### config.mk
export PLATFORM = sky130hd
export DESIGN_NAME = sfx_buzzer
export DESIGN_NICKNAME = d
export VERILOG_FILES = /design/src/rtl/sfx_pkg.sv /design/src/rtl/tone_gen.sv /design/src/rtl/sfx_buzzer.sv
export SDC_FILE = /design/constraint.sdc
export NUM_CORES = 1
export LEC_CHECK = 0
export CORE_ASPECT_RATIO = 0.75
export CORE_MARGIN = 2
export CORE_UTILIZATION = 35
export DETAILED_ROUTE_END_ITERATION = 12
export HOLD_SLACK_MARGIN = 0.06
export PLACE_DENSITY_LB_ADDON = 0.12
export SYNTH_ARGS = -nofsm -noshare
export SYNTH_HDL_FRONTEND = slang
export SYNTH_SLANG_ARGS = --single-unit
export TNS_END_PERCENT = 5
### constraint.sdc
create_clock -name clk -period 3.8 [get_ports clk]
set_clock_uncertainty 0.1 [all_clocks]
set_input_delay 0.76 -clock clk [delete_from_list [all_inputs] [get_ports clk]]
set_output_delay 0.76 -clock clk [all_outputs]
set_load 0.02 [all_outputs]
### src/rtl/sfx_pkg.sv
// sfx_pkg: shared encodings and constants for the sound-effect buzzer.
// Holds game-mode codes, event/priority codes, note pitches and lengths,
// the inter-note gap, and the half-period helper used to build the note ROM.
package sfx_pkg;

    typedef enum logic [1:0] {
        GM_IDLE    = 2'b00,
        GM_PLAYING = 2'b01,
        GM_PAUSED  = 2'b10,
        GM_OVER    = 2'b11
    } gamemode_e;

    // Numeric order doubles as priority: a larger code preempts a smaller one.
    typedef enum logic [1:0] {
        EVT_NONE  = 2'd0,
        EVT_JUMP  = 2'd1,
        EVT_START = 2'd2,
        EVT_CRASH = 2'd3
    } event_e;

    typedef enum logic [1:0] {
        ST_IDLE = 2'd0,
        ST_NOTE = 2'd1,
        ST_GAP  = 2'd2
    } seq_state_e;

    localparam int HP_W    = 20;
    localparam int MS_W    = 10;
    localparam int PRESC_W = 17;

    localparam int F_JUMP = 1000;
    localparam int F_C5   = 523;
    localparam int F_G5   = 784;
    localparam int F_C4   = 262;

    localparam int D_JUMP_MS       = 50;
    localparam int D_START_MS      = 100;
    localparam int D_CRASH_MS      = 200;
    localparam int D_CRASH_LAST_MS = 400;

    localparam int GAP_MS = 20;

    typedef struct packed {
        logic [HP_W-1:0] half_period;
        logic [MS_W-1:0] dur_ms;
        logic            last;
    } note_t;

    // Tone counter reload: cycles per half period, truncated.
    function automatic logic [HP_W-1:0] half_period_of(input int clk_hz, input int freq_hz);
        return HP_W'(clk_hz / (2 * freq_hz));
    endfunction

endpackage

### src/rtl/tone_gen.sv
// tone_gen: half-period down-counter square-wave generator.
// While en is low the counter is held at the reload value and the wave at 0,
// so every note starts from a low output and a fresh count.
module tone_gen
    import sfx_pkg::*;
(
    input  logic            clk,
    input  logic            rst,
    input  logic            en,
    input  logic [HP_W-1:0] half_period,
    output logic            wave
);

    logic [HP_W-1:0] cnt_q, cnt_d;
    logic            wave_q, wave_d;

    // Next count and wave: reload and toggle on terminal count.
    always_comb begin
        cnt_d  = cnt_q;
        wave_d = wave_q;
        if (!en) begin
            cnt_d  = half_period;
            wave_d = 1'b0;
        end else if (cnt_q <= HP_W'(1)) begin
            cnt_d  = half_period;
            wave_d = ~wave_q;
        end else begin
            cnt_d = cnt_q - 1'b1;
        end
    end

    // Counter and wave registers.
    always_ff @(posedge clk) begin
        if (rst) begin
            cnt_q  <= '0;
            wave_q <= 1'b0;
        end else begin
            cnt_q  <= cnt_d;
            wave_q <= wave_d;
        end
    end

    assign wave = wave_q;

endmodule

### src/rtl/sfx_buzzer.sv
// sfx_buzzer: game sound-effect sequencer driving a passive buzzer.
// Optional feature macro: SFX_JUMP_EN (defined -> button presses while
// playing trigger the JUMP chirp; undefined -> buttons are ignored).
//
// state   | meaning
// --------+-------------------------------------------------
// ST_IDLE | silent, waiting for an event
// ST_NOTE | playing note idx_q of sequence seq_q
// ST_GAP  | silent 20 ms spacer before the next note
module sfx_buzzer
    import sfx_pkg::*;
#(
    parameter int CLK_HZ = 100_000_000
) (
    input  logic       clk,
    input  logic       rst,
    input  logic [1:0] gamemode,
    input  logic [2:0] btn,
    output logic       buzzer,
    output logic       busy
);

    localparam logic [PRESC_W-1:0] MS_RELOAD = PRESC_W'(CLK_HZ / 1000 - 1);

    function automatic note_t mk_note(input int freq_hz, input int dur_ms, input logic last);
        note_t n;
        n.half_period = half_period_of(CLK_HZ, freq_hz);
        n.dur_ms      = MS_W'(dur_ms);
        n.last        = last;
        return n;
    endfunction

    function automatic note_t note_rom(input event_e seq, input logic [1:0] idx);
        note_t n;
        n      = '0;
        n.last = 1'b1;
        case ({seq, idx})
`ifdef SFX_JUMP_EN
            {EVT_JUMP, 2'd0}:  n = mk_note(F_JUMP, D_JUMP_MS, 1'b1);
`endif
            {EVT_START, 2'd0}: n = mk_note(F_C5, D_START_MS, 1'b0);
            {EVT_START, 2'd1}: n = mk_note(F_G5, D_START_MS, 1'b1);
            {EVT_CRASH, 2'd0}: n = mk_note(F_G5, D_CRASH_MS, 1'b0);
            {EVT_CRASH, 2'd1}: n = mk_note(F_C5, D_CRASH_MS, 1'b0);
            {EVT_CRASH, 2'd2}: n = mk_note(F_C4, D_CRASH_LAST_MS, 1'b1);
            default: ;
        endcase
        return n;
    endfunction

    seq_state_e         state_q, state_d;
    event_e             seq_q, seq_d, evt;
    logic [1:0]         idx_q, idx_d;
    logic [MS_W-1:0]    ms_q, ms_d;
    logic [PRESC_W-1:0] presc_q;
    logic [1:0]         gm_q;
    logic               prev_vld_q;
    logic               tick, crash_ev, start_ev, jump_ev, load, tone_en;
    note_t              note_first, note_next, note_cur, note_play;
    logic               unused_note_bits;

    // prev_vld_q keeps the reset values of the prev copies from looking like a transition.
    assign crash_ev = prev_vld_q && (gamemode == GM_OVER) && (gm_q != GM_OVER);
    assign start_ev = prev_vld_q && (gm_q == GM_IDLE) && (gamemode == GM_PLAYING);

`ifdef SFX_JUMP_EN
    logic [2:0] btn_q;

    // Previous button levels for rising-edge detection.
    always_ff @(posedge clk) begin
        if (rst) btn_q <= 3'b000;
        else     btn_q <= btn;
    end

    assign jump_ev = prev_vld_q && (gamemode == GM_PLAYING) && |(btn & ~btn_q);
`else
    logic unused_btn;
    assign unused_btn = ^btn;
    assign jump_ev    = 1'b0;
`endif

    // Highest-priority event of this cycle.
    always_comb begin
        evt = EVT_NONE;
        if (crash_ev)      evt = EVT_CRASH;
        else if (start_ev) evt = EVT_START;
        else if (jump_ev)  evt = EVT_JUMP;
    end

    assign tick       = (presc_q == '0);
    assign note_first = note_rom(evt, 2'd0);
    assign note_next  = note_rom(seq_q, idx_q + 2'd1);
    assign note_cur   = note_rom(seq_q, idx_q);
    assign note_play  = note_rom(seq_d, idx_d);

    assign unused_note_bits = ^{note_first.half_period, note_first.last,
                                note_next.half_period, note_next.last,
                                note_cur.half_period, note_cur.dur_ms,
                                note_play.dur_ms, note_play.last};

    // Sequencer next state: pause abort, preemption, note/gap timing.
    always_comb begin
        state_d = state_q;
        seq_d   = seq_q;
        idx_d   = idx_q;
        ms_d    = ms_q;
        load    = 1'b0;
        if (gamemode == GM_PAUSED) begin
            state_d = ST_IDLE;
        end else if (evt != EVT_NONE && (state_q == ST_IDLE || evt > seq_q)) begin
            state_d = ST_NOTE;
            seq_d   = evt;
            idx_d   = 2'd0;
            ms_d    = note_first.dur_ms;
            load    = 1'b1;
        end else begin
            case (state_q)
                ST_NOTE: begin
                    if (tick) begin
                        if (ms_q <= MS_W'(1)) begin
                            state_d = note_cur.last ? ST_IDLE : ST_GAP;
                            ms_d    = MS_W'(GAP_MS);
                        end else begin
                            ms_d = ms_q - 1'b1;
                        end
                    end
                end
                ST_GAP: begin
                    if (tick) begin
                        if (ms_q <= MS_W'(1)) begin
                            state_d = ST_NOTE;
                            idx_d   = idx_q + 2'd1;
                            ms_d    = note_next.dur_ms;
                            load    = 1'b1;
                        end else begin
                            ms_d = ms_q - 1'b1;
                        end
                    end
                end
                default: ;
            endcase
        end
    end

    // Sequencer, prev-copy and ms prescaler registers.
    always_ff @(posedge clk) begin
        if (rst) begin
            state_q    <= ST_IDLE;
            seq_q      <= EVT_NONE;
            idx_q      <= 2'd0;
            ms_q       <= '0;
            presc_q    <= '0;
            gm_q       <= 2'b00;
            prev_vld_q <= 1'b0;
        end else begin
            state_q    <= state_d;
            seq_q      <= seq_d;
            idx_q      <= idx_d;
            ms_q       <= ms_d;
            presc_q    <= tick ? MS_RELOAD : presc_q - 1'b1;
            gm_q       <= gamemode;
            prev_vld_q <= 1'b1;
        end
    end

    // Tone is held off on the load cycle so each note restarts from a low wave.
    assign tone_en = (state_d == ST_NOTE) && !load;

    tone_gen u_tone (
        .clk         (clk),
        .rst         (rst),
        .en          (tone_en),
        .half_period (note_play.half_period),
        .wave        (buzzer)
    );

    assign busy = (state_q != ST_IDLE);

endmodule

# Yosys cells after proc, flatten, opt, wreduce, memory -nomap -nowiden
# Cells that the tools add are included.
dict set report totals {
  output_inout_bits 2
  in_bits 7
  mem_bits_ro 0
  ff_bits 57
  latch_bits 0
  memories 0
  ramBits 0
  elab_cells 99
}
dict set report classes {
  div 0
  bitwise 3
  n_lt_le_gt_ge 3
  n_addsub 4
  eq_ne 26
  reduce_logical 17
  shift 0
  n_mul 0
  mux 36
}
# cell n
set op_table {}
lappend op_table {{$pmux W29 S5} 1}
lappend op_table {{$eq A4 B4 Y1 const B} 15}
lappend op_table {{$mux W10} 5}
lappend op_table {{$pmux W10 S5} 1}
lappend op_table {{$mux W20} 2}
lappend op_table {{$mux W2} 16}
lappend op_table {{$le A20 B1 Y1 const B} 1}
lappend op_table {{$pmux W10 S2} 1}
lappend op_table {{$sub A20 B1 Y20 const B} 1}
lappend op_table {{$pmux W9 S2} 1}
lappend op_table {{$logic_not A17 Y1} 1}
lappend op_table {{$mux W17} 1}
lappend op_table {{$sub A17 B1 Y17 const B} 1}
lappend op_table {{$eq A2 B2 Y1 const B} 5}
lappend op_table {{$le A10 B1 Y1 const B} 1}
lappend op_table {{$sub A10 B1 Y10 const B} 1}
lappend op_table {{$eq A2 B1 Y1 const B} 3}
lappend op_table {{$logic_and A1 B1 Y1} 6}
lappend op_table {{$mux W1} 6}
lappend op_table {{$ne A3 B3 Y1 const B} 2}
lappend op_table {{$pmux W1 S5} 1}
lappend op_table {{$logic_not A2 Y1} 2}
lappend op_table {{$pmux W2 S2} 1}
lappend op_table {{$reduce_and A4 Y1} 1}
lappend op_table {{other kinds (9)} 13}

# Longest topological paths before layout
# Gate-level depths: netlist of the first run.
dict set report logic_depth {
  ltp_word 14
  mapped_depth 11
  mapped_depth_nobuf 10
}

# Cells and area by module
# A second synthesis of the first run with hierarchy kept.
dict set report unflattened {
  cells_unflattened 403
  area_unflattened_um2 3389.5
}
# module cells_each area_per_inst_um2 seq_area_each_um2 instances
set by_module_without_submodules {}
lappend by_module_without_submodules {sfx_buzzer 275 2227.1 720.7 1}
lappend by_module_without_submodules {tone_gen 128 1162.4 420.4 1}

# Worst setup path before layout of the first run
# OpenSTA, ideal clock, no wires.
dict set report synth_timing {
  path_type {input to register}
  startpoint {input port gamemode[1]}
  endpoint {register u_tone.cnt_q[6]}
  setup_time_ns 0.101
  path_buffers 2
  stages 11
  required_time_ns 3.599
  path_slack_ns 0.532
  arrival_time_ns 3.067
  cell_sequence {a21bo_2 > a21oi_1 > ha_1 > nor2b_1 > a2bb2oi_1 > o21a_1 > nor4b_1 > clkbuf_1 > clkbuf_1 > nand3_1 > o41ai_1}
}
dict set report synth_via {
  elab_chain_len 13
  word_cells_on_any_way 31
  cone_classes {order compare: 1; eq/ne: 9; mux: 13; reduce/logical: 8}
}
# item line_no
set synth_rtl {}
lappend synth_rtl {{from (decl)} sfx_buzzer.sv:17} ;# input logic [1:0] gamemode,
lappend synth_rtl {{$eq A2 B1 Y1 / $eq A2 B2 Y1 (equally long branches)} {sfx_buzzer.sv:64, sfx_buzzer.sv:63}}
lappend synth_rtl {{$logic_and A1 B1 Y1 (on tied branches)} {sfx_buzzer.sv:64, sfx_buzzer.sv:63}}
lappend synth_rtl {{$mux W2 / $logic_and A1 B1 Y1 (equally long branches)} {sfx_buzzer.sv:86, sfx_buzzer.sv:63}}
lappend synth_rtl {{$mux W2} sfx_buzzer.sv:85} ;# if (crash_ev) evt = EVT_CRASH;
lappend synth_rtl {{$gt A2 B2 Y1} sfx_buzzer.sv:110} ;# end else if (evt != EVT_NONE && (state_q == ST_IDLE || evt > seq_q)) begin
lappend synth_rtl {{$logic_or A1 B1 Y1} sfx_buzzer.sv:110}
lappend synth_rtl {{$logic_and A1 B1 Y1} sfx_buzzer.sv:110}
lappend synth_rtl {{$mux W2} sfx_buzzer.sv:110}
lappend synth_rtl {{$mux W2} sfx_buzzer.sv:108} ;# if (gamemode == GM_PAUSED) begin
lappend synth_rtl {{$eq A4 B4 Y1} sfx_buzzer.sv:37} ;# case ({seq, idx})
lappend synth_rtl {{$pmux W29 S5} sfx_buzzer.sv:37}
lappend synth_rtl {{$mux W20} tone_gen.sv:24} ;# end else if (cnt_q <= HP_W'(1)) begin
lappend synth_rtl {{$mux W20 (*)} tone_gen.sv:21} ;# if (!en) begin
lappend synth_rtl {{to (signal assigned)} tone_gen.sv:38} ;# cnt_q <= cnt_d;
lappend synth_rtl {{to (decl)} tone_gen.sv:14} ;# logic [HP_W-1:0] cnt_q, cnt_d;
# Every way passes the cells marked *; elsewhere a longest branch is shown, timed or not.
# A chain may end at the register's enable or synchronous reset.

# Worst setup path in the final report of the first run
dict set report layout_timing {
  startpoint {input port gamemode[1]}
  endpoint {register u_tone.cnt_q[5]}
}
# Same word-level chain as after synthesis.

==> impl_metrics.toml, run 1 <==
[outcome]
status = "finished, final reports clean"

[setup_path]
worst-path-buf-inv = 3
worstPathCellList = "clkdlybuf4s50_1 > a21bo_2 > or2_2 > ha_1 > nor2b_1 > a2bb2oi_1 > buf_4 > o21a_2 > o21ai_0 > buf_4 > a21oi_1 > nor4_1 > a2111oi_2"
critPathMostFrequentCell = "buf_4"
ff2ff_path_depth = 7
path_delay_family = "compound AO/OA/AOI/OAI gates"
cell_with_the_biggest_individual_delay_on_the_critical_path = "clkdlybuf4s50_1"
cp_max_fo = 9
critical_path_depth = 13
crit_path_start_kind = "input port"
path_class = "in -> reg"
crit_path_max_incr_delay_ps = 470
worst_ep_arrival_time_ps = 3580
crit_required_ps = 3920
setup_crit_end_kind = "flop"

[timing]
final.period_utilization_pct = 90.9
tightestPinTransition_ps = 687
hold_viol_final = 0
finish_stage_setup_viols = 0
final_max_slew_viol_count = 0
rsz_0062_raised_after_global_routing = "false"
fin_setup_tns_ps = 0
max-slew-margin-rel_pct = 53.8
timing.fmax_ghz = 0.289
fin_crit_ps = 3460

[routing]
postRouteAntennaNets = 0
drc_errors = 0
first_iter_violations = 138
wirelength_um = 7450
routed_via_density = 5.30
wire_per_inst_um = 14.4
drtPass1Iterations = 4
vias = 2739

[synth]
synth.avg_cell_area_sq_um = 8.38
synth-edff-count = 0
synth-async-reset-ratio_pct = 0
mappedNetlistNets = 400
area_leader_netlist = "dfxtp_1"
synth.lib_cells_used.distinct = 59
synth.area.top_cells = "dfxtp_1 36%, ha_1 6.3%, nor2_1 5.6%, a21oi_1 5.1%, xnor2_1 4.7%"
synth_sequential_area_ratio_pct = 36.1
post-synth-top-area-fraction_pct = 36.1
ys.warnings.count = 0
synthFlopType = "dfxtp_1"
post_synthesis_cells = 377
synth-seq-cells = 57
netlist_area_sq_mm = 0.00316

[layout]
area_growth_syn_to_layout_pct = 18.9
drive_above_1_share_pct = 14.4
fin_nets = 428
post_route_utilization_pct = 43.7
nFillCells = 854
diode_count = 0
seqCellArea_sq_mm = 0.00114
multi_input_comb_area_sq_mm = 0.00192

[cts]
cts.root.buffer_cell = "clkbuf_16"
clock_tree.htree_level_count = 3
clock_latency_ps = 330
worst_setup_hold_path_clk_slew_ps = 50
clock_sink_count = 57
cts_hold_buf = 0
cts_tree = "yes"
numCtsBuffers = 9
number_of_buffers_on_the_longest_clock_path = 2

[grt]
grt_util_all_layers_pct = 16.9
grt.overflow.total = 0
antenna_found_initial = 0
grt_pass1_wl_um = 12900
grt_pass1_vias = 2533
grt_start_max_net_pins = 31

[job]
max_cap_violation_count = 0

[pwr]
power.share.sequential_pct = 35.4
pwr_density_cell_mw_per_mm2 = 576
power_report.internal_total_mw = 1.44
power.share.combinational_pct = 31.7
power.clock.fraction_pct = 32.9
ir_drop_mv = 0.292
power_switching_share_pct = 33.3
switchingPower_mw = 0.722
total_leakage_power_nw = 1.45

[floorplan]
floorplan.rows = 29
floorplan.io_pins = 9
floorplan.die.height_um = 86.3
core-area_sq_mm = 0.00860
start_util_pct = 36.7
die_width_um = 114
dieArea_sq_mm = 0.00981

[placed_design]
dpl.hpwl_um = 5490
gp_congestion = 0.850
port_buffers = 5

[min_path]
holdPathStages = 1
hold_path_class = "reg -> reg"
==> layout make-up <==
cell class | instances | share of cell area, %
Inverter | 16 | 1.60
Tap cell | 108 | 3.60
Timing Repair Buffer | 29 | 6.46
Clock buffer | 15 | 6.86
Sequential cell | 57 | 30.4
Multi-Input combinational cell | 292 | 51.1
==> worst reg2reg max path, stage by stage (launching register included) <==
cell,delay (ps)
dfxtp_1,330
nor4_1,630
nand4bb_1,270
or4_1,660
nor4b_2,220
buf_4,180
o31a_2,360
a21boi_0,130
==> synth_stat cells (2+ instances only) <==
| cell | number |
|---|---|
| a211oi_1 | 2 |
| a21boi_0 | 4 |
| a21oi_1 | 32 |
| a311oi_1 | 2 |
| a31oi_1 | 6 |
| clkbuf_1 | 10 |
| dfxtp_1 | 57 |
| ha_1 | 16 |
| inv_1 | 15 |
| mux2i_1 | 4 |
| nand2_1 | 23 |
| nand2b_1 | 3 |
| nand3_1 | 11 |
| nand4_1 | 3 |
| nor2_1 | 47 |
| nor2b_1 | 4 |
| nor3_1 | 20 |
| nor3_2 | 2 |
| nor4_1 | 11 |
| nor4b_1 | 2 |
| o21ai_0 | 13 |
| o31ai_1 | 3 |
| o41ai_1 | 2 |
| or2_2 | 7 |
| or3_1 | 9 |
| or4_1 | 4 |
| or4_4 | 2 |
| xnor2_1 | 17 |
| xor2_1 | 16 |
==> layer usage <==
| metal | global-route usage, % | vias up | routed length (um) |
|---|---|---|---|
| met5 | 0 | - | 0 |
| met4 | 6.32 | 0 | 112 |
| met3 | 5.24 | 10 | 271 |
| met2 | 22.3 | 43 | 2950 |
| met1 | 25.4 | 1282 | 4110 |
| li1 | - | 1404 | - |
==> repair_timing <==
item / in CTS / in global routing
setup endpoints to repair: 0 / 2
buffers inserted: 0 / 0
resized for setup: 0 / 1
==> placed cells by master, fill, tap and decap left out, types with 5 or more instances in the layout <==
cell type / instances
nor4_1: 10
or3_1: 9
nand2_1: 23
xnor2_1: 17
dfxtp_1: 57
buf_4: 23
clkbuf_1: 5
or2_2: 7
ha_1: 16
a31oi_1: 6
inv_1: 15
clkdlybuf4s50_1: 5
nor3_1: 20
nor2_1: 47
a21oi_1: 32
clkbuf_16: 9
xor2_1: 16
nand3_1: 11
o21ai_0: 13
==> sequential cells by signal, indices dropped and copies added (netlist names) <==
register,count
gm_q,2
state_q,2
u_tone.wave,1
u_tone.cnt_q,20
presc_q,17
ms_q,10
prev_vld_q,1
idx_q,2
seq_q,2
==> power by group through the flow <==
| stage | clock, mW | sequential (mW) | combinational, mW |
|---|---|---|---|
| finish | 0.712 | 0.767 | 0.686 |
| global route | 0.765 | 0.782 | 0.777 |
| CTS | 0.734 | 0.766 | 0.689 |
| detailed placement | 0 | 0.777 | 0.685 |
| global placement | 0 | 0.774 | 0.681 |
| floorplan | 0 | 0.757 | 0.540 |
==> kinds of logic after synthesis <==
family / synth area share (%)
and+or+nand+nor: 26.5
AOI/OAI and AO/OA: 17.0
buffers and inverters: 3.56
adders and majority gates: 6.34
muxes: 1.27
xor gates and xnor gates: 9.15
DFF: 36.1
==> through the flow <==
| step | hold WS [ps] | setup slack [ps] | total power [mW] | cells | cell area, sq um |
|---|---|---|---|---|---|
| 2_1_floorplan | 334 | 532 | 1.30 | 377 | 3160 |
| 3_3_place_gp | 354 | -116 | 1.46 | 502 | 3500 |
| 3_5_place_dp | 366 | -171 | 1.46 | 502 | 3500 |
| 4_1_cts | 373 | 156 | 2.19 | 517 | 3750 |
| 5_1_grt | 417 | 107 | 2.32 | 517 | 3760 |
| 6_report | 374 | 344 | 2.16 | 517 | 3760 |
==> worst paths after layout <==
| path | from | end | slack, ps |
|---|---|---|---|
| hold reg to reg | presc_q[0] | presc_q[0] | 370 |
| setup reg to reg | u_tone.cnt_q[6] | u_tone.cnt_q[2] | 800 |
| hold / removal | presc_q[0] | presc_q[0] | 370 |
| setup / recovery | gamemode[1] | u_tone.cnt_q[5] | 340 |
Note: power is estimated with default switching activity, not from simulation.
==> run 2, diff against run 1 <==
--- a/config.mk
+++ b/config.mk
@@ -8,10 +8,12 @@
 export CORE_ASPECT_RATIO = 0.75
 export CORE_MARGIN = 2
 export CORE_UTILIZATION = 35
+export CTS_CLUSTER_DIAMETER = 40
 export DETAILED_ROUTE_END_ITERATION = 12
 export HOLD_SLACK_MARGIN = 0.06
 export PLACE_DENSITY_LB_ADDON = 0.12
 export SYNTH_ARGS = -nofsm -noshare
 export SYNTH_HDL_FRONTEND = slang
+export SYNTH_HIERARCHICAL = 1
 export SYNTH_SLANG_ARGS = --single-unit
 export TNS_END_PERCENT = 5
==> impl_metrics.toml, run 2 <==
[outcome]
status = "finished, final reports clean"

[cts]
clock_sink_count = 57
clock_latency_ps = 330
worst_setup_hold_path_clk_slew_ps = 50
post_cts_buffers = 0
post_cts.resized_instances = 0
cts.root.buffer_cell = "clkbuf_16"
cts_tree = "yes"
cts_hold_buf = 0
numCtsBuffers = 9
clock_tree.htree_level_count = 3
number_of_buffers_on_the_longest_clock_path = 2

[timing]
fin_crit_ps = 3460
timing.fmax_ghz = 0.289
final_max_slew_viol_count = 0
finish_stage_setup_viols = 0
tightestPinTransition_ps = 620
post-route-worst-setup-slack_ps = 337
hold_viol_final = 0
rsz_0062_raised_after_global_routing = "false"
final.period_utilization_pct = 91.1
max-slew-margin-rel_pct = 58.3

[layout]
largestRegisters = "u_tone/cnt_q: 20 flops, presc_q: 17 flops, ms_q: 10 flops"
drive_above_1_share_pct = 14.9
leading_cell_types_in_the_layout_fill_and_taps_excluded = "57 x dfxtp_1, 56 x nor2_1, 31 x a21oi_1, 23 x buf_4"
seqCellArea_sq_mm = 0.00114
fin_nets = 454
diode_count = 0
final_cells = 569
multi_input_comb_area_sq_mm = 0.00212
reg_with_most_ffs = "u_tone/cnt_q"
largest_reg_flops = 20
final_common_cell = "dfxtp_1"
nFillCells = 964
area_growth_syn_to_layout_pct = 18.7

[setup_path]
crit_path_start_kind = "input port"
worstPathCellList = "clkdlybuf4s50_1 > a21boi_0 > o211a_1 > ha_1 > and3b_1 > a21oi_1 > a21oi_1 > nand3_1 > and4_1 > inv_1 > a31oi_4 > buf_12 > nor2_1 > a311oi_1"
path_class = "in -> reg"
crit_required_ps = 3940
setup_crit_end_kind = "flop"
cell_with_the_biggest_individual_delay_on_the_critical_path = "clkdlybuf4s50_1"
crit_path_max_incr_delay_ps = 470
cp_max_fo = 26
worst_ep_arrival_time_ps = 3600
worst-path-buf-inv = 3
path_delay_family = "compound AO/OA/AOI/OAI gates"
critPathMostFrequentCell = "a21oi_1"

[routing]
drtPass1Iterations = 5
wirelength_um = 8440
drc_errors = 0
wire_per_inst_um = 14.8
first_iter_violations = 238
vias = 2996
routed_via_density = 5.27
postRouteAntennaNets = 0

[placed_design]
pre_cts_ws_ps = -27.6
gp_congestion = 0.818
dp.cells = 553
port_buffers = 5
dpl.hpwl_um = 6020

[synth]
synth_sequential_area_ratio_pct = 33.7
synth-seq-cells = 57
synth.area.top_cells = "dfxtp_1 34%, nor2_1 6.2%, ha_1 5.5%, a21oi_1 4.6%, xnor2_1 4.4%"
synth.lib_cells_used.distinct = 67
area_leader_netlist = "dfxtp_1"
post_synthesis_cells = 403
synth-async-reset-ratio_pct = 0
synthFlopType = "dfxtp_1"
synthMostInstantiatedCell = "dfxtp_1"
netlist_area_sq_mm = 0.00339
synth-edff-count = 0
post_synth_most_frequent_cells = "57 x dfxtp_1, 56 x nor2_1, 31 x a21oi_1, 18 x inv_1, 18 x o21ai_0"
ys.warnings.count = 6
synth.avg_cell_area_sq_um = 8.41
post-synth-top-area-fraction_pct = 33.7

[pwr]
pwr_density_cell_mw_per_mm2 = 571
power.share.sequential_pct = 34.4
power_switching_share_pct = 34.3
power.share.combinational_pct = 30.8
power.clock.fraction_pct = 34.8
switchingPower_mw = 0.789
power_report.internal_total_mw = 1.51
ir_drop_mv = 0.227
total_leakage_power_nw = 1.54

[floorplan]
floorplan.rows = 31
core-area_sq_mm = 0.00954
floorplan.die.height_um = 89.2
start_util_pct = 35.5
die_width_um = 118
floorplan.io_pins = 9
dieArea_sq_mm = 0.0105

[grt]
grt_pass1_vias = 2657
grt_start_max_net_pins = 47
antenna_found_initial = 0
grt.overflow.total = 0
grt_pass1_wl_um = 13800
grt_util_all_layers_pct = 16.9

[job]
max_cap_violation_count = 0

[min_path]
hold_path_class = "reg -> reg"
## run 2: cell count changes after synthesis, sizes merged, moves of 4 or more
cell    previous run  this run
a211oi             2        15
buf                2         6
nand2             23        17
nor2              47        58
nor3              22        15
or2                8         3
or4                6        10
## run 2: kinds of logic (layout without fill, tap and decap cells)
| family | count (synthesis) | in the layout | synth area share (%) |
|---|---|---|---|
| and+or+nand+nor | 161 | 161 | 26.9 |
| AOI/OAI and AO/OA | 102 | 102 | 20.4 |
| DFF | 57 | 57 | 33.7 |
| buffers and inverters | 33 | 63 | 4.36 |
| xor gates and xnor gates | 30 | 30 | 7.75 |
| adders and majority gates | 15 | 15 | 5.54 |
| muxes | 4 | 4 | 1.26 |
| other | 1 | 5 | 0.111 |
## run 2: path summary, 6_finish.rpt
check,cells past startpoint,from,endpoint,slack [ps]
worst min register to register,2,ms_q[5],ms_q[5],380
worst max register to register,13,presc_q[0],u_tone/cnt_q[3],400
worst min-delay path,2,ms_q[5],ms_q[5],380
worst max-delay path,14,gamemode[1],u_tone/cnt_q[3],340
## run 2: per-stage QoR
stage                     setup TNS [ps]  utilization [%]  hold slack, ps  area, sq um  total power [mW]
after floorplan                        0                -             346         3400              1.33
after global placement                 0             39.1             369         3730              1.50
after detailed placement           -94.7             39.1             377         3730              1.50
after CTS                              0             42.2             385         4020              2.32
after global routing                   0             42.2             419         4020              2.46
final                                  0             42.2             381         4020              2.30
## run 2: cell type report
class,count,share of cell area [%]
Clock inverter,7,1.77
Clock buffer,9,5.60
Sequential cell,57,28.4
Inverter,18,1.68
Tap cell,132,4.10
Multi-Input combinational cell,317,52.6
Timing Repair Buffer,29,5.91
## run 2: per-layer routing
metal	GRT usage, %	routed length (um)	part of all wire [%]	vias to the layer above
met5	0	0	0	-
met4	4.27	78	0.92	0
met3	6.57	446	5.3	8
met2	21.9	3140	37	65
met1	25.4	4780	57	1397
li1	-	-	-	1526
## run 2: worst reg2reg max path: cells and delay by family, from the launching register on
| kind | cells | cell delay [ps] |
|---|---|---|
| and+or+nand+nor | 5 | 1500 |
| adders and majority gates | 1 | 150 |
| DFF | 1 | 330 |
| buffers and inverters | 3 | 360 |
| AOI/OAI and AO/OA | 4 | 860 |
## run 2: power by group through the flow
stage          Clock [mW]  Combinational [mW]  Sequential (mW)
6_report            0.800               0.708            0.791
5_1_grt             0.859               0.796            0.806
4_1_cts             0.825               0.709            0.788
3_5_place_dp            0               0.704            0.799
3_3_place_gp            0               0.699            0.797
2_1_floorplan           0               0.561            0.773
==> patch, RTL diff (settings of run 1) <==
Encoding of `seq_state_e`: now one-hot (3 bits for 3 states).
--- a/src/rtl/sfx_pkg.sv
+++ b/src/rtl/sfx_pkg.sv
@@ -19,8 +19,8 @@
     } event_e;
 
-    typedef enum logic [1:0] {
-        ST_IDLE = 2'd0,
-        ST_NOTE = 2'd1,
-        ST_GAP  = 2'd2
+    typedef enum logic [2:0] {
+        ST_IDLE = 3'b001,
+        ST_NOTE = 3'b010,
+        ST_GAP  = 3'b100
     } seq_state_e;
 
Check against the original RTL: no difference found for any inputs over 10 cycles, from zero or initial values and one cycle with rst high; not proved beyond that.
==> patch against run 1 <==
Area after synthesis up 1.2%. Total power grew 5.5%. Critical path depth rose by 2. Sequential cell count increased by 1. Global-route usage is 0.27 points higher. Routed wire length grew 3.3%. Final area up 2.3%. Non-clock buffer count is 6 higher. Synthesized cell count shrank 1.1%. Combinational power decreased by 0.6%. Largest power group is now clock. Worst setup slack lost 0.11 ns.
==> patch: results (changes against run 1) <==
stage	metric	value	unit	change
sta	fin. max-slew vios	0		unchanged
status	outcome	completed		
drt	routed len/inst	14.77	um	+2.5%
logic_synthesis	synthesized net count	393		-1.8%
sta	Worst-Margin Slew	0.5398	ns	-0.1471 ns
global_routing	first-pass GRT wire length	13220	um	+2.8%
cts	CTS resizes	0		unchanged
drt	Avg Vias per Cell	5.311		+0.25%
logic_synthesis	synth warn	0		unchanged
logic_synthesis	Synth cell types	58		-1.7%
worst_hold_path	worst hold path class	reg -> reg		
cts	Num CTS Buffers	9		unchanged
finish	layout cells sized above 1	0.1638		+0.01956
power	worst vdd rail ir drop	0.0002162	V	-26%
finish	Final nets	424		-0.93%
logic_synthesis	ranking of synthesized cells by area	dfxtp_1 (36%), nor3_1 (5.3%), ha_1 (5.1%), a21oi_1 (4.7%), xnor2_1 (4.7%)		
placed_design	gpl congestion	0.8396		-1.2%
logic_synthesis	top cell type's share of synthesized area	0.3632		+0.002021
placed_design	Place WS	-0.1359	ns	+0.03504 ns
global_routing	vias in the first global route	2641		+4.3%
placed_design	Port Buf Inserts	5		unchanged
worst_setup_path	CP delay by family, top	compound AO/OA/AOI/OAI gates		
finish	Top Registers	u_tone.cnt_q x20, presc_q x17, ms_q x10		
drt	Initial DRT Pass Iterations	5		+1
logic_synthesis	post-synthesis sequential area ratio	0.3632		+0.002021
global_routing	largest net degree at the start of global routing	47		+52%
logic_synthesis	asr flop ratio synth	0		unchanged
placed_design	HPWL Detailed	5506	um	+0.36%
power	static leakage	1.463	nW	+0.61%
drt	DR iter-0 viols	219		+59%
worst_setup_path	Crit Path Max Fanout	5		-4
worst_setup_path	critical path data arrival time	3.70	ns	+0.12 ns
finish	ant diodes	0		unchanged
global_routing	All-Layer GR Usage	0.1718		+0.002698
logic_synthesis	Commonest cells post-synth	dfxtp_1 (58), nor2_1 (36), nor3_1 (34), a21oi_1 (30), xnor2_1 (17)		
cts	postcts setup bufs	0		unchanged
[patch: changes by cell type in the layout (fill, tap and decap cells not counted), moves of 5 or more]
cell / before / now
o21ai_0: 13 / 8
nand2_1: 23 / 16
buf_4: 23 / 30
nor3_1: 20 / 34
nor2_1: 47 / 36
a211oi_1: 2 / 14
[patch: stage by stage]
stage | TNS (ns) | cell area (um2) | instances
floorplan | 0 | 3197 | 373
global placement | -0.1590 | 3541 | 505
detailed placement | -1.143 | 3541 | 505
CTS | 0 | 3840 | 521
global route | 0 | 3841 | 521
finish | 0 | 3841 | 521
[patch: worst register-to-register path: cells and delay by family, from the launching register on]
kind            cells  cell delay, ns
flops               1            0.33
simple gates        4            1.72
compound gates      3            0.49
buf+inv             2            0.36
[patch: cell type report]
cell class                      count  area (um2)
Fill cell                         891        5130
Multi-Input combinational cell    287        1922
Sequential cell                    58        1161
Timing Repair Buffer               35       270.3
Clock buffer                       14       264.0
Tap cell                          112       140.1
Inverter                           13       48.80
Clock inverter                      2       35.03
[patch: kinds of logic after synthesis]
logic type / share of synthesized area
compound gates: 0.1992
fa+ha+maj: 0.05088
xor+xnor: 0.09041
simple gates: 0.2571
flops: 0.3632
mux: 0.003131
buf+inv: 0.03600
[patch: path summary, 6_finish.rpt]
path	startpoint	slack [ns]	cells past startpoint	endpoint
setup / recovery	gamemode[1]	0.23	15	u_tone.cnt_q[11]
hold / removal	presc_q[0]	0.39	1	presc_q[0]
hold reg to reg	presc_q[0]	0.39	1	presc_q[0]
setup reg to reg	presc_q[12]	0.70	9	u_tone.cnt_q[11]
[patch: per-layer routing]
layer,GRT usage,vias to the layer above,part of all wire
met2,0.2424,28,0.40
met5,0,-,0
met4,0.05322,0,0.012
met3,0.05175,9,0.035
met1,0.2494,1299,0.55
li1,-,1431,-
[patch: power by group]
| group | internal, mW | switching, mW | total, mW |
|---|---|---|---|
| logic | 0.306 | 0.375 | 0.682 |
| clock network | 0.543 | 0.280 | 0.823 |
| registers | 0.696 | 0.0826 | 0.779 |
| total | 1.54 | 0.738 | 2.28 |
